[src/rtl/byte_lsu_seq_pkg.sv]
// Shared definitions for the byte-serial load/store unit: memory size,
// func3 access encodings, FSM state encoding and small decode helpers.
package byte_lsu_seq_pkg;

    localparam int LSU_ADDR_W   = 12;
    localparam int LSU_MEM_SIZE = 1 << LSU_ADDR_W;

    // func3 encodings of the supported accesses
    localparam logic [2:0] F3_B  = 3'd0;
    localparam logic [2:0] F3_H  = 3'd1;
    localparam logic [2:0] F3_W  = 3'd2;
    localparam logic [2:0] F3_BU = 3'd4;
    localparam logic [2:0] F3_HU = 3'd5;

    typedef enum logic [1:0] {
        ST_IDLE   = 2'd0,
        ST_ACCESS = 2'd1,
        ST_RESP   = 2'd2
    } lsu_state_e;

    // Byte lane k (0..3) of a 32-bit word, little-endian.
    function automatic logic [7:0] byte_lane(input logic [31:0] word, input logic [1:0] k);
        logic [7:0] b;
        case (k)
            2'd0:    b = word[7:0];
            2'd1:    b = word[15:8];
            2'd2:    b = word[23:16];
            default: b = word[31:24];
        endcase
        return b;
    endfunction

    // Number of bytes in the access, minus one.
    function automatic logic [1:0] nbytes_m1(input logic [2:0] func3);
        logic [1:0] n;
        case (func3[1:0])
            2'd1:    n = 2'd1;
            2'd2:    n = 2'd3;
            default: n = 2'd0;
        endcase
        return n;
    endfunction

    // Legal func3 for the access direction; stores have no unsigned forms.
    function automatic logic is_legal(input logic we, input logic [2:0] func3);
        logic ok;
        case (func3)
            F3_B, F3_H, F3_W: ok = 1'b1;
            F3_BU, F3_HU:     ok = ~we;
            default:          ok = 1'b0;
        endcase
        return ok;
    endfunction

    // Natural-alignment test on the two low address bits.
    function automatic logic is_misaligned(input logic [2:0] func3, input logic [1:0] addr_lo);
        logic mis;
        case (func3[1:0])
            2'd1:    mis = addr_lo[0];
            2'd2:    mis = |addr_lo;
            default: mis = 1'b0;
        endcase
        return mis;
    endfunction

endpackage

[src/rtl/byte_lsu_seq_load_ext.sv]
// Load-result extension: sign/zero extends the assembled little-endian
// word according to func3. Purely combinational.
module lsu_load_ext
    import byte_lsu_seq_pkg::*;
(
    input  logic [2:0]  i_func3,
    input  logic [31:0] i_word,
    output logic [31:0] o_ext
);

    // Select extension from the access size and signedness
    always_comb begin
        // NOTE: default assignment first so every path drives o_ext and no latch is inferred.
        o_ext = i_word;
        case (i_func3)
            F3_B:    o_ext = {{24{i_word[7]}}, i_word[7:0]};
            F3_H:    o_ext = {{16{i_word[15]}}, i_word[15:0]};
            F3_BU:   o_ext = {24'h0, i_word[7:0]};
            F3_HU:   o_ext = {16'h0, i_word[15:0]};
            default: o_ext = i_word;
        endcase
    end

endmodule

[src/rtl/byte_lsu_seq.sv]
// Byte-serial load/store initiator. Accepts one func3-encoded request,
// walks it one byte per cycle over a byte-wide memory port and returns the
// extended load data. Optional macro LSU_MISALIGN_TRAP_EN rejects
// misaligned halfword/word accesses instead of performing them byte-wise.
module byte_lsu_seq
    import byte_lsu_seq_pkg::*;
#(
    parameter int ADDR_W = LSU_ADDR_W
) (
    input  logic              clk,
    input  logic              rst_n,
    input  logic              req_valid,
    output logic              req_ready,
    input  logic              req_we,
    input  logic [2:0]        req_func3,
    input  logic [ADDR_W-1:0] req_addr,
    input  logic [31:0]       req_wdata,
    output logic              resp_valid,
    output logic [31:0]       resp_rdata,
    output logic              resp_err,
    output logic              busy,
    output logic [ADDR_W-1:0] mem_addr,
    output logic              mem_re,
    output logic              mem_we,
    output logic [7:0]        mem_wdata,
    input  logic [7:0]        mem_rdata
);

    lsu_state_e        r_state;
    logic              r_req_ready;
    logic              r_busy;
    logic              r_resp_valid;
    logic [31:0]       r_resp_rdata;
    logic              r_resp_err;
    logic [ADDR_W-1:0] r_addr;
    logic              r_mem_re;
    logic              r_mem_we;
    logic [31:0]       r_wdata;
    logic [2:0]        r_func3;
    logic [1:0]        r_idx;
    logic [1:0]        r_last;
    logic [31:0]       r_word;

    logic              w_accept;
    logic              w_misaligned;
    logic              w_reject;
    logic [31:0]       w_word_next;
    logic [31:0]       w_ext;

    assign w_accept = req_valid & r_req_ready;

`ifdef LSU_MISALIGN_TRAP_EN
    assign w_misaligned = is_misaligned(req_func3, req_addr[1:0]);
`else
    assign w_misaligned = 1'b0;
`endif

    assign w_reject = ~is_legal(req_we, req_func3) | w_misaligned;

    // Merge the byte currently on mem_rdata into its lane of the load word
    always_comb begin
        w_word_next = r_word;
        case (r_idx)
            2'd0:    w_word_next[7:0]   = mem_rdata;
            2'd1:    w_word_next[15:8]  = mem_rdata;
            2'd2:    w_word_next[23:16] = mem_rdata;
            default: w_word_next[31:24] = mem_rdata;
        endcase
    end

    lsu_load_ext u_load_ext (
        .i_func3 (r_func3),
        .i_word  (w_word_next),
        .o_ext   (w_ext)
    );

    // Request FSM with registered handshake, response and memory strobes.
    // A rejected request spends one strobe-free cycle in ACCESS so that its
    // response lands with the same timing as a single-byte access.
    always_ff @(posedge clk or negedge rst_n) begin
        // NOTE: every state flop, including the byte assembly register, is reset so an aborted access leaves nothing behind.
        if (!rst_n) begin
            r_state      <= ST_IDLE;
            r_req_ready  <= 1'b1;
            r_busy       <= 1'b0;
            r_resp_valid <= 1'b0;
            r_resp_rdata <= '0;
            r_resp_err   <= 1'b0;
            r_addr       <= '0;
            r_mem_re     <= 1'b0;
            r_mem_we     <= 1'b0;
            r_wdata      <= '0;
            r_func3      <= '0;
            r_idx        <= '0;
            r_last       <= '0;
            r_word       <= '0;
        end else begin
            // NOTE: non-blocking assignments so every flop samples pre-edge values.
            case (r_state)
                ST_IDLE: begin
                    if (w_accept) begin
                        r_state     <= ST_ACCESS;
                        r_req_ready <= 1'b0;
                        r_busy      <= 1'b1;
                        r_resp_err  <= w_reject;
                        r_addr      <= req_addr;
                        r_wdata     <= req_wdata;
                        r_func3     <= req_func3;
                        r_idx       <= '0;
                        r_last      <= w_reject ? 2'd0 : nbytes_m1(req_func3);
                        r_word      <= '0;
                        r_mem_re    <= ~w_reject & ~req_we;
                        r_mem_we    <= ~w_reject & req_we;
                    end
                end

                ST_ACCESS: begin
                    if (r_mem_re) begin
                        r_word <= w_word_next;
                    end
                    if (r_idx == r_last) begin
                        r_state      <= ST_RESP;
                        r_mem_re     <= 1'b0;
                        r_mem_we     <= 1'b0;
                        r_resp_valid <= 1'b1;
                        r_resp_rdata <= r_mem_re ? w_ext : 32'h0;
                    end else begin
                        r_idx   <= r_idx + 2'd1;
                        r_addr  <= r_addr + ADDR_W'(1);
                        r_wdata <= {8'h00, r_wdata[31:8]};
                    end
                end

                ST_RESP: begin
                    r_state      <= ST_IDLE;
                    r_resp_valid <= 1'b0;
                    r_resp_err   <= 1'b0;
                    r_resp_rdata <= '0;
                    r_busy       <= 1'b0;
                    r_req_ready  <= 1'b1;
                end

                default: begin
                    r_state     <= ST_IDLE;
                    r_req_ready <= 1'b1;
                    r_busy      <= 1'b0;
                    r_mem_re    <= 1'b0;
                    r_mem_we    <= 1'b0;
                end
            endcase
        end
    end

    assign req_ready  = r_req_ready;
    assign busy       = r_busy;
    assign resp_valid = r_resp_valid;
    assign resp_rdata = r_resp_rdata;
    assign resp_err   = r_resp_valid & r_resp_err;
    assign mem_addr   = r_addr;
    assign mem_re     = r_mem_re;
    assign mem_we     = r_mem_we;
    assign mem_wdata  = byte_lane(r_wdata, 2'd0);

endmodule

[config.mk]
export PLATFORM = sky130hd
export DESIGN_NAME = byte_lsu_seq
export DESIGN_NICKNAME = d
export VERILOG_FILES = /design/src/rtl/byte_lsu_seq_pkg.sv /design/src/rtl/byte_lsu_seq_load_ext.sv /design/src/rtl/byte_lsu_seq.sv
export SDC_FILE = /design/constraint.sdc
export NUM_CORES = 1
export LEC_CHECK = 0
export ABC_CLOCK_PERIOD_IN_PS = 2120
export CORE_MARGIN = 10
export CORE_UTILIZATION = 30
export DETAILED_ROUTE_END_ITERATION = 10
export RECOVER_POWER = 50
export SYNTH_ARGS = -nofsm -noshare
export SYNTH_HDL_FRONTEND = slang
export SYNTH_SLANG_ARGS = --single-unit
[constraint.sdc]
create_clock -name clk -period 2.12 [get_ports clk]
set_input_delay 0.53 -clock clk [delete_from_list [all_inputs] [get_ports clk]]
set_output_delay 0.53 -clock clk [all_outputs]
set_load 0.1 [all_outputs]
== Word-level counts from Yosys, hierarchy flattened ==
Cells that the tools add are included.
Operators by class
  bitwise logic cells: 8
  eq/ne operators: 18
  $add $sub $neg: 2
  reduce and logical (&&, ||, !) cells: 18
  mux-type cells: 39
Operator list (number)
  32-bit 2-to-1 mux: 6
  32-bit one-hot mux with 2 select lines: 3
  32-bit one-hot mux with 4 select lines: 1
  8-bit 2-to-1 mux: 4
  12-bit 2-to-1 mux: 2
  12-bit one-hot mux with 2 select lines: 1
  12-bit by 1-bit adder with 12-bit output, second input constant: 1
  3-bit equality test, second input constant: 4
  2-bit one-hot mux with 2 select lines: 3
  2-bit 2-to-1 mux: 5
  1-bit one-hot mux with 2 select lines: 5
  2-bit AND reduction: 5
  3-bit AND reduction: 3
  2-bit != test, second input constant: 4
  1-bit 2-to-1 mux: 7
  2-bit by 1-bit equality test with 1-bit output, second input constant: 3
  2-bit equality test, second input constant: 3
  3-bit by 1-bit equality test with 1-bit output, second input constant: 2
  3-bit zero test: 2
  1-bit one-hot mux with 3 select lines: 2
  2-bit nonzero test: 3
  3-bit OR reduction: 2
  1-bit bitwise AND: 4
  2-bit zero test: 2
  5 further kinds: 8
Word-level totals
  bits in registers: 123
  bits of input ports: 59
  output and inout port bits: 58
  word-level logic and storage cells: 99

== Longest topological paths before layout ==
Gate-level depths: netlist of run 1.
  depth in word-level cells: 7
  depth in mapped cells: 9
  depth with buffers taken out: 6

== Modules after synthesis ==
From an unflattened synthesis of run 1, not the netlist that was laid out.
Unflattened totals
  cells, all modules: 645
  area, all modules: 6043.3 um^2
By module, submodules not included
  byte_lsu_seq: area an instance 5688.0 um^2, cells each 578, instances 1
  lsu_load_ext: area an instance 355.3 um^2, cells each 67, instances 1

== Least setup slack after synthesis of run 1 ==
OpenSTA, ideal clock, no wires.
  path kind: register to output
  from: register r_resp_valid, in the netlist resp_valid
  to: output resp_err
  arrival time: 1794 ps
  buffers on the path: 0
  stages on the path, launching flop included: 2
  setup slack: -204 ps
  cell sequence: dfrtp_1 > and2_1
On the way
  longest elaborated chain between the ends: 1
Ends and longest elaborated chain
  start: declaration: line byte_lsu_seq.sv:32  | logic r_resp_valid;
  start signal: assignment: line byte_lsu_seq.sv:86  | r_resp_valid <= 1'b0;
  start signal: assignment: line byte_lsu_seq.sv:125  | r_resp_valid <= 1'b1;
  start signal: assignment: line byte_lsu_seq.sv:136  | r_resp_valid <= 1'b0;
  1-bit bitwise AND: line byte_lsu_seq.sv:158  | assign resp_err = r_resp_valid & r_resp_err;
  end: declaration: line byte_lsu_seq.sv:20  | output logic resp_err,
No other way between the ends.

== Worst setup path in the final report of run 1 ==
  from: register r_idx[0]
  to: register r_resp_rdata[5], in the netlist resp_rdata[5]
On the way
  longest elaborated chain between the ends: 6
  elaborated cells between the ends (all ways): 9
  classes of those cells: eq/ne (2); mux (5); reduce/logical (2)
Ends and longest elaborated chain
  start: declaration: line byte_lsu_seq.sv:40  | logic [1:0] r_idx;
  start signal: assignment: line byte_lsu_seq.sv:128  | r_idx <= r_idx + 2'd1;
  2-bit zero test: line byte_lsu_seq.sv:63  | case (r_idx)
  8-bit 2-to-1 mux: line byte_lsu_seq.sv:63
  32-bit one-hot mux with 4 select lines: line byte_lsu_seq_load_ext.sv:15  | case (i_func3)
  32-bit 2-to-1 mux: line byte_lsu_seq.sv:126  | r_resp_rdata <= r_mem_re ? w_ext : 32'h0;
  32-bit 2-to-1 mux: line byte_lsu_seq.sv:121  | if (r_idx == r_last) begin
  32-bit one-hot mux with 2 select lines: line byte_lsu_seq.sv:99  | case (r_state)
  end signal: assignment: line byte_lsu_seq.sv:126
  end: declaration: line byte_lsu_seq.sv:33  | logic [31:0] r_resp_rdata;
Parallel ways exist; a longest one is shown, timed or not. The select of a mux whose other input is x is not followed.
A chain may end at the register's enable or synchronous reset.

==> run_results.csv, run 1 <==
group,metric,value,unit
power,vdd.ir_drop.worst,1.44,mV
logic_synthesis,synth_warnings,0,
power,power.sequential.fraction,0.265,
outcome,outcome,"finished, final reports clean",
logic_synthesis,fraction_of_the_mapped_netlist_area_in_compound_gates,0.198,
sta,timing.hold.ws,0.249,ns
global_route,globalRouteOverflowTotal,0,
detailed_routing,detail_route.wirelength,16.8,mm
finish,post_route_cells_drive_above_1_share,0.197,
logic_synthesis,synth_area,5910,sq um
sta,report.final.hold_viol_count,0,
logic_synthesis,post_synth_main_area_contributors,"sky130_fd_sc_hd__dfrtp_1 (52%), sky130_fd_sc_hd__nand2_1 (6.5%), sky130_fd_sc_hd__mux2i_1 (5.6%), sky130_fd_sc_hd__a22o_1 (5.3%), sky130_fd_sc_hd__o31ai_1 (3.2%)",
placed_design,placedCellCount,932,
clocking,cts_resized,0,
sta,max_slew.worst_pin.slew,0.931,ns
sta,maximum_frequency_from_static_timing_analysis,532,MHz
finish,final_core_util,0.413,
worst_hold_path,hold_path_class,"input pin to async pin",
logic_synthesis,postSynth.topFlopCell,"sky130_fd_sc_hd__dfrtp_1",
worst_setup_path,worstSetupPathType,"register to register",
finish,final_cell_count_no_fill,964,
clocking,cts.reportedPaths.clkPinSlew,0.06,ns
sta,setup_total_negative_slack,0,ns
logic_synthesis,yosysTopAreaCell,"sky130_fd_sc_hd__dfrtp_1",
clocking,clock_sinks,123,
placed_design,post_detailed_placement_half_perimeter_wirelength,12.3,mm
global_route,number_of_global_route_vias_before_repair,5095,
clocking,cts.htree.levels,4,
logic_synthesis,synthAdderAreaFrac,0.0169,
worst_setup_path,cp-start-kind,"register",
sta,rsz0062_at_grt,"no",
floorplan,die_width,160,um
logic_synthesis,dominant_combinational_cell_family_by_area_after_synthesis,"compound AO/OA/AOI/OAI gates",
logic_synthesis,post-synth-top-count-cell,"sky130_fd_sc_hd__dfrtp_1",
finish,n_antenna_cell,0,
worst_setup_path,timing.critical_path.required,2.44,ns
finish,final_net_count,753,
finish,design_area_final,8010,sq um
power,leakage,3.51,nW
logic_synthesis,synthXorXnorAreaFrac,0.00551,
floorplan,initial_core_util,0.305,
detailed_routing,drtIter0Drc,361,
logic_synthesis,ys_types,54,
placed_design,place_area,7600,sq um
logic_synthesis,post_synth.cell_area_avg,10.4,sq um
sta,slew_headroom,0.379,
global_route,gr-usage-all-layers,0.133,
clocking,clock_insertion_delay_worst_skew,0.41,ns
power,power,15.0,mW
clocking,post-cts-setup-buffers,0,
sta,worst_setup_slack_after_layout,0.240,ns
detailed_routing,via_count,4876,
logic_synthesis,synthMuxAreaShare,0.0559,
logic_synthesis,number_of_enable_flip_flop_cells_after_synthesis,0,
logic_synthesis,syn_inst,570,
power,power_density,1880,nW/um^2
placed_design,place_worst_setup_slack,-0.145,ns
flow_run,drv_cap,0,
clocking,cts_hold_repair.buffers,0,
detailed_routing,drt_first_pass_iters,4,
sta,fin_worst_skew,0.00733,ns
logic_synthesis,synth_fp_nets,637,
logic_synthesis,synth.top_cell.area_share,0.517,
logic_synthesis,async_flop_share,1.00,
floorplan,number_of_standard_cell_rows_in_the_floorplan,51,
placed_design,place.port_buffers,116,
logic_synthesis,post_synth_and_or_nand_nor_area_fraction,0.146,
global_route,global_route_wire_length_before_repair,27.9,mm
floorplan,design.die.area,25700,sq um
power,internal_power,7.57,mW
clocking,numCtsBuffers,17,
global_route,grt_antenna_before_repair,0,
sta,final-max-slew-violation-count,0,
finish,areaGrowthSynthToFinish,35.5,%
power,clock_group_share_of_total_power,0.191,
detailed_routing,ant_nets,0,
sta,layout_min_cycle_time,1.88,ns
clocking,max-clock-path-buffers,2,
sta,count_of_final_setup_violators,0,
floorplan,pin_count,117,
power,total_switching_power,7.47,mW
logic_synthesis,synth_commonest_cells,"sky130_fd_sc_hd__dfrtp_1 (122), sky130_fd_sc_hd__nand2_1 (103), sky130_fd_sc_hd__a22o_1 (36), sky130_fd_sc_hd__mux2i_1 (33), sky130_fd_sc_hd__nor2_1 (32)",
sta,finalCritPeriodShare,0.887,
detailed_routing,average_wire_per_standard_cell,17.5,um
placed_design,globalplace.congestion,0.812,
worst_setup_path,critical_path.max_fanout,16,
floorplan,core-area,19400,sq um
clocking,root_cell_of_the_clock_tree,"sky130_fd_sc_hd__clkbuf_16",
power,p_sw_frac,0.496,
clocking,tritoncts,"done",
worst_setup_path,end_kind,"register",
detailed_routing,detail_route.drc_violations,0,
logic_synthesis,synth_sequential_area_ratio,0.521,
power,power.share.combinational,0.544,
worst_setup_path,worst_ep_arrival_time,2.20,ns
global_route,maximum_number_of_pins_on_one_net_before_global_route_repair,47,
floorplan,fp.dieH,160,um
logic_synthesis,synth-seq-cells,123,
detailed_routing,route.detailed.vias_per_inst,5.06,
## final timing paths
check	cells past startpoint	endpoint	slack [ns]	startpoint
max	5	resp_rdata[5]	0.24	r_idx[0]
min	1	resp_rdata[29]	0.25	rst_n
max reg2reg	5	resp_rdata[5]	0.24	r_idx[0]
min reg2reg	2	r_word[26]	0.47	r_word[26]
max in group asynchronous	2	resp_rdata[15]	0.63	rst_n
min in group clk	2	r_word[26]	0.47	r_word[26]
## power groups by stage
stage,Clock [mW],Combinational [mW],Sequential (mW)
finish,2.87,8.18,3.99
global route,3.06,8.74,4.10
CTS,2.95,8.45,4.02
detailed placement,0,8.44,4.04
global placement,0,8.30,4.01
floorplan,0,3.79,6.12
## cells in the final DEF, fill, tap and decap left out, drive strengths merged, types with 3 or more instances in the layout
cell type / instances
dfrtp: 122
nand2: 103
buf: 74
clkdlybuf4s50: 56
clkbuf: 38
a22o: 36
mux2i: 33
nor2: 33
nor3: 30
a31oi: 27
o31ai: 25
o2bb2ai: 16
inv: 11
a21oi: 10
ha: 8
o21ai: 6
nand3: 5
clkinv: 5
and3: 4
a21o: 4
a2bb2oi: 3
o22a: 3
a41oi: 3
o22ai: 3
a31o: 3
nand2b: 3
nor4: 3
and2: 3
## registers in the layout (all words and copies together), names as in the netlist
signal and flops:
mem_re 1, req_ready 1, r_idx 2, mem_we 1
mem_addr 12, r_resp_err 1, r_last 2, busy 1
resp_rdata 32, r_word 32, r_wdata 32, r_state 2
resp_valid 1, r_func3 3
## critical path, cell delays in order (launching register included)
cell,delay (ns)
sky130_fd_sc_hd__dfrtp_1,0.45
sky130_fd_sc_hd__xnor2_1,0.37
sky130_fd_sc_hd__clkbuf_1,0.27
sky130_fd_sc_hd__nand4_4,0.13
sky130_fd_sc_hd__clkbuf_2,0.32
sky130_fd_sc_hd__o2bb2ai_1,0.25
## cell type report
| cell class | count | area (sq um) |
|---|---|---|
| sequential | 123 | 3080 |
| clock inverter | 12 | 138 |
| multi-input combinational | 387 | 2530 |
| clock buffer | 20 | 457 |
| timing repair buffer | 149 | 1440 |
| tap | 265 | 332 |
| fill | 1894 | 11400 |
| inverter | 8 | 30.0 |
## per-layer routing
| layer | up-vias | GRT usage | share of wire |
|---|---|---|---|
| li1 | 2301 | - | - |
| met4 | 0 | 0.0321 | 0.0053 |
| met3 | 9 | 0.0481 | 0.067 |
| met5 | - | 0 | 0 |
| met1 | 2411 | 0.170 | 0.45 |
| met2 | 155 | 0.208 | 0.47 |
## kinds of logic after synthesis
logic type               after synthesis
AND/OR/NAND/NOR                      192
AO/OA/AOI/OAI                        152
flip-flops                           123
buffers and inverters                 60
multiplexers                          33
adder cells (fa/ha/maj)                8
XOR/XNOR                               2
Power figures use the tool's default switching activity.
==> run 2, diff against run 1 <==
Settings changed: SKIP_CTS_REPAIR_TIMING set to 1.
==> results of run 2 <==
The final DEF is identical to that of run 1; final timing and power are the same.
==> run 3, diff against run 2 <==
Settings changed: ABC_CLOCK_PERIOD_IN_PS 2120 to 1900.
Clock period 2.12 ns to 1.9 ns, I/O delays scaled along.
==> run_results.csv, run 3 (same netlist as run 1, synthesis figures left out) <==
group,metric,value,unit
outcome,outcome,"finished, final reports clean",
sta,rsz0062_at_grt,"no",
clocking,tritoncts,"done",
placed_design,post_detailed_placement_half_perimeter_wirelength,12.4,mm
clocking,cts.htree.levels,4,
global_route,global_route_wire_length_before_repair,28.1,mm
worst_setup_path,timing.critical_path.slowest_cell_delay,0.44,ns
worst_setup_path,timing.critical_path.buf_inv,1,
floorplan,die_width,160,um
worst_setup_path,worstSetupPathType,"register to register",
worst_setup_path,critPathTopFamily,"compound AO/OA/AOI/OAI gates",
floorplan,fp.dieH,160,um
worst_setup_path,critical_path.reg2reg.startpoint,"r_idx[1]",
placed_design,placedCellCount,939,
floorplan,number_of_standard_cell_rows_in_the_floorplan,51,
clocking,numCtsBuffers,17,
detailed_routing,detail_route.wirelength,17.0,mm
worst_setup_path,cell_by_cell_listing_of_the_critical_path,"inv_2, ha_2, mux2i_4, nor3_1, o21ba_4, a22o_1",
floorplan,design.die.area,25700,sq um
sta,count_of_final_setup_violators,0,
sta,worst_setup_slack_after_layout,0.107,ns
flow_run,drv_cap,0,
sta,report.final.hold_viol_count,0,
worst_setup_path,worst_ep_arrival_time,2.10,ns
detailed_routing,detail_route.drc_violations,0,
placed_design,place_worst_setup_slack,-0.272,ns
finish,n_antenna_cell,0,
detailed_routing,ant_nets,0,
global_route,number_of_global_route_vias_before_repair,5200,
sta,setup_total_negative_slack,0,ns
finish,most-common-layout-cells,"sky130_fd_sc_hd__dfrtp_1 (110), sky130_fd_sc_hd__nand2_1 (103), sky130_fd_sc_hd__clkdlybuf4s50_1 (57), sky130_fd_sc_hd__buf_12 (42), sky130_fd_sc_hd__a22o_1 (36)",
clocking,clock_insertion_delay_worst_skew,0.42,ns
worst_setup_path,timing.critical_path.required,2.20,ns
sta,maximum_frequency_from_static_timing_analysis,558,MHz
detailed_routing,via_count,4872,
finish,final_net_count,760,
placed_design,place.port_buffers,116,
clocking,clock_sinks,123,
power,power_density,2100,nW/um^2
clocking,root_cell_of_the_clock_tree,"sky130_fd_sc_hd__clkbuf_16",
finish,design_area_final,8400,sq um
sta,max_slew.worst_pin.slew,0.822,ns
global_route,globalRouteOverflowTotal,0,
worst_setup_path,end_kind,"register",
sta,final-max-slew-violation-count,0,
finish,mostFrequentLayoutCell,"sky130_fd_sc_hd__dfrtp_1",
worst_setup_path,cpMaxStageDelayCell,"sky130_fd_sc_hd__dfrtp_1",
sta,layout_min_cycle_time,1.79,ns
detailed_routing,drtIter0Drc,293,
detailed_routing,average_wire_per_standard_cell,17.5,um
finish,post_route_cells_drive_above_1_share,0.226,
placed_design,globalplace.congestion,0.804,
detailed_routing,drt_first_pass_iters,4,
worst_setup_path,crit_start,"r_idx[1]",
sta,slew_headroom,0.452,
global_route,maximum_number_of_pins_on_one_net_before_global_route_repair,41,
global_route,gr-usage-all-layers,0.133,
power,power,17.6,mW
power,leakage,3.63,nW
floorplan,initial_core_util,0.305,
sta,fin_worst_skew,0.0144,ns
clocking,cts.reportedPaths.clkPinSlew,0.05,ns
clocking,max-clock-path-buffers,2,
floorplan,pin_count,117,
sta,finalCritPeriodShare,0.944,
finish,final_cell_count_no_fill,970,
detailed_routing,route.detailed.vias_per_inst,5.02,
worst_setup_path,cp-start-kind,"register",
worst_setup_path,critical_path.max_fanout,16,
floorplan,core-area,19400,sq um
finish,areaGrowthSynthToFinish,42.1,%
global_route,grt_antenna_before_repair,0,
placed_design,place_area,8180,sq um
power,vdd.ir_drop.worst,1.47,mV
worst_hold_path,hold_path_class,"input pin to async pin",
run 3: cell types whose count changed in the layout (fill, tap and decap cells not counted), sizes merged:
cell	previous run	this run
clkbuf	38	53
buf	74	70
inv	11	8
clkinvlp	2	0
bufinv	2	3
clkdlybuf4s50	56	57
clkinv	5	4
dlygate4sd3	1	0
run 3: final cells by class:
cell class	count	area [sq um]
timing repair buffer	156	1760
clock inverter	7	114
fill	1855	11000
sequential	123	3100
clock buffer	24	492
inverter	8	30.0
tap	265	332
multi-input combinational	387	2570
run 3: final timing paths:
check                                  to  slack [ns]  cells after the start
max reg2reg                resp_rdata[23]        0.11                      6
max in group asynchronous      r_word[13]        0.61                      2
min reg2reg                    r_word[21]        0.48                      2
min                        resp_rdata[24]        0.15                      1
max                        resp_rdata[23]        0.11                      6
min in group clk               r_word[21]        0.48                      2
run 3: layer usage:
| layer | vias to the layer above | GRT usage | part of all wire |
|---|---|---|---|
| li1 | 2321 | - | - |
| met1 | 2401 | 0.161 | 0.43 |
| met2 | 142 | 0.213 | 0.49 |
| met3 | 8 | 0.0562 | 0.073 |
| met4 | 0 | 0.0351 | 0.0064 |
| met5 | - | 0 | 0 |
run 3: stage by stage:
stage          utilization  hold slack, ns
2_1_floorplan            -           0.179
3_5_place_dp         0.422           0.461
3_3_place_gp         0.422           0.453
6_report             0.433           0.148
4_1_cts              0.453         0.00870
5_1_grt              0.433           0.182
run 3: where the power goes:
| part | internal (mW) | total [mW] | leakage [nW] | switching, mW |
|---|---|---|---|---|
| clock network | 2.19 | 3.34 | 0.300 | 1.15 |
| registers | 3.63 | 4.60 | 1.57 | 0.978 |
| logic | 3.39 | 9.68 | 1.76 | 6.29 |
| total | 9.20 | 17.6 | 3.63 | 8.41 |
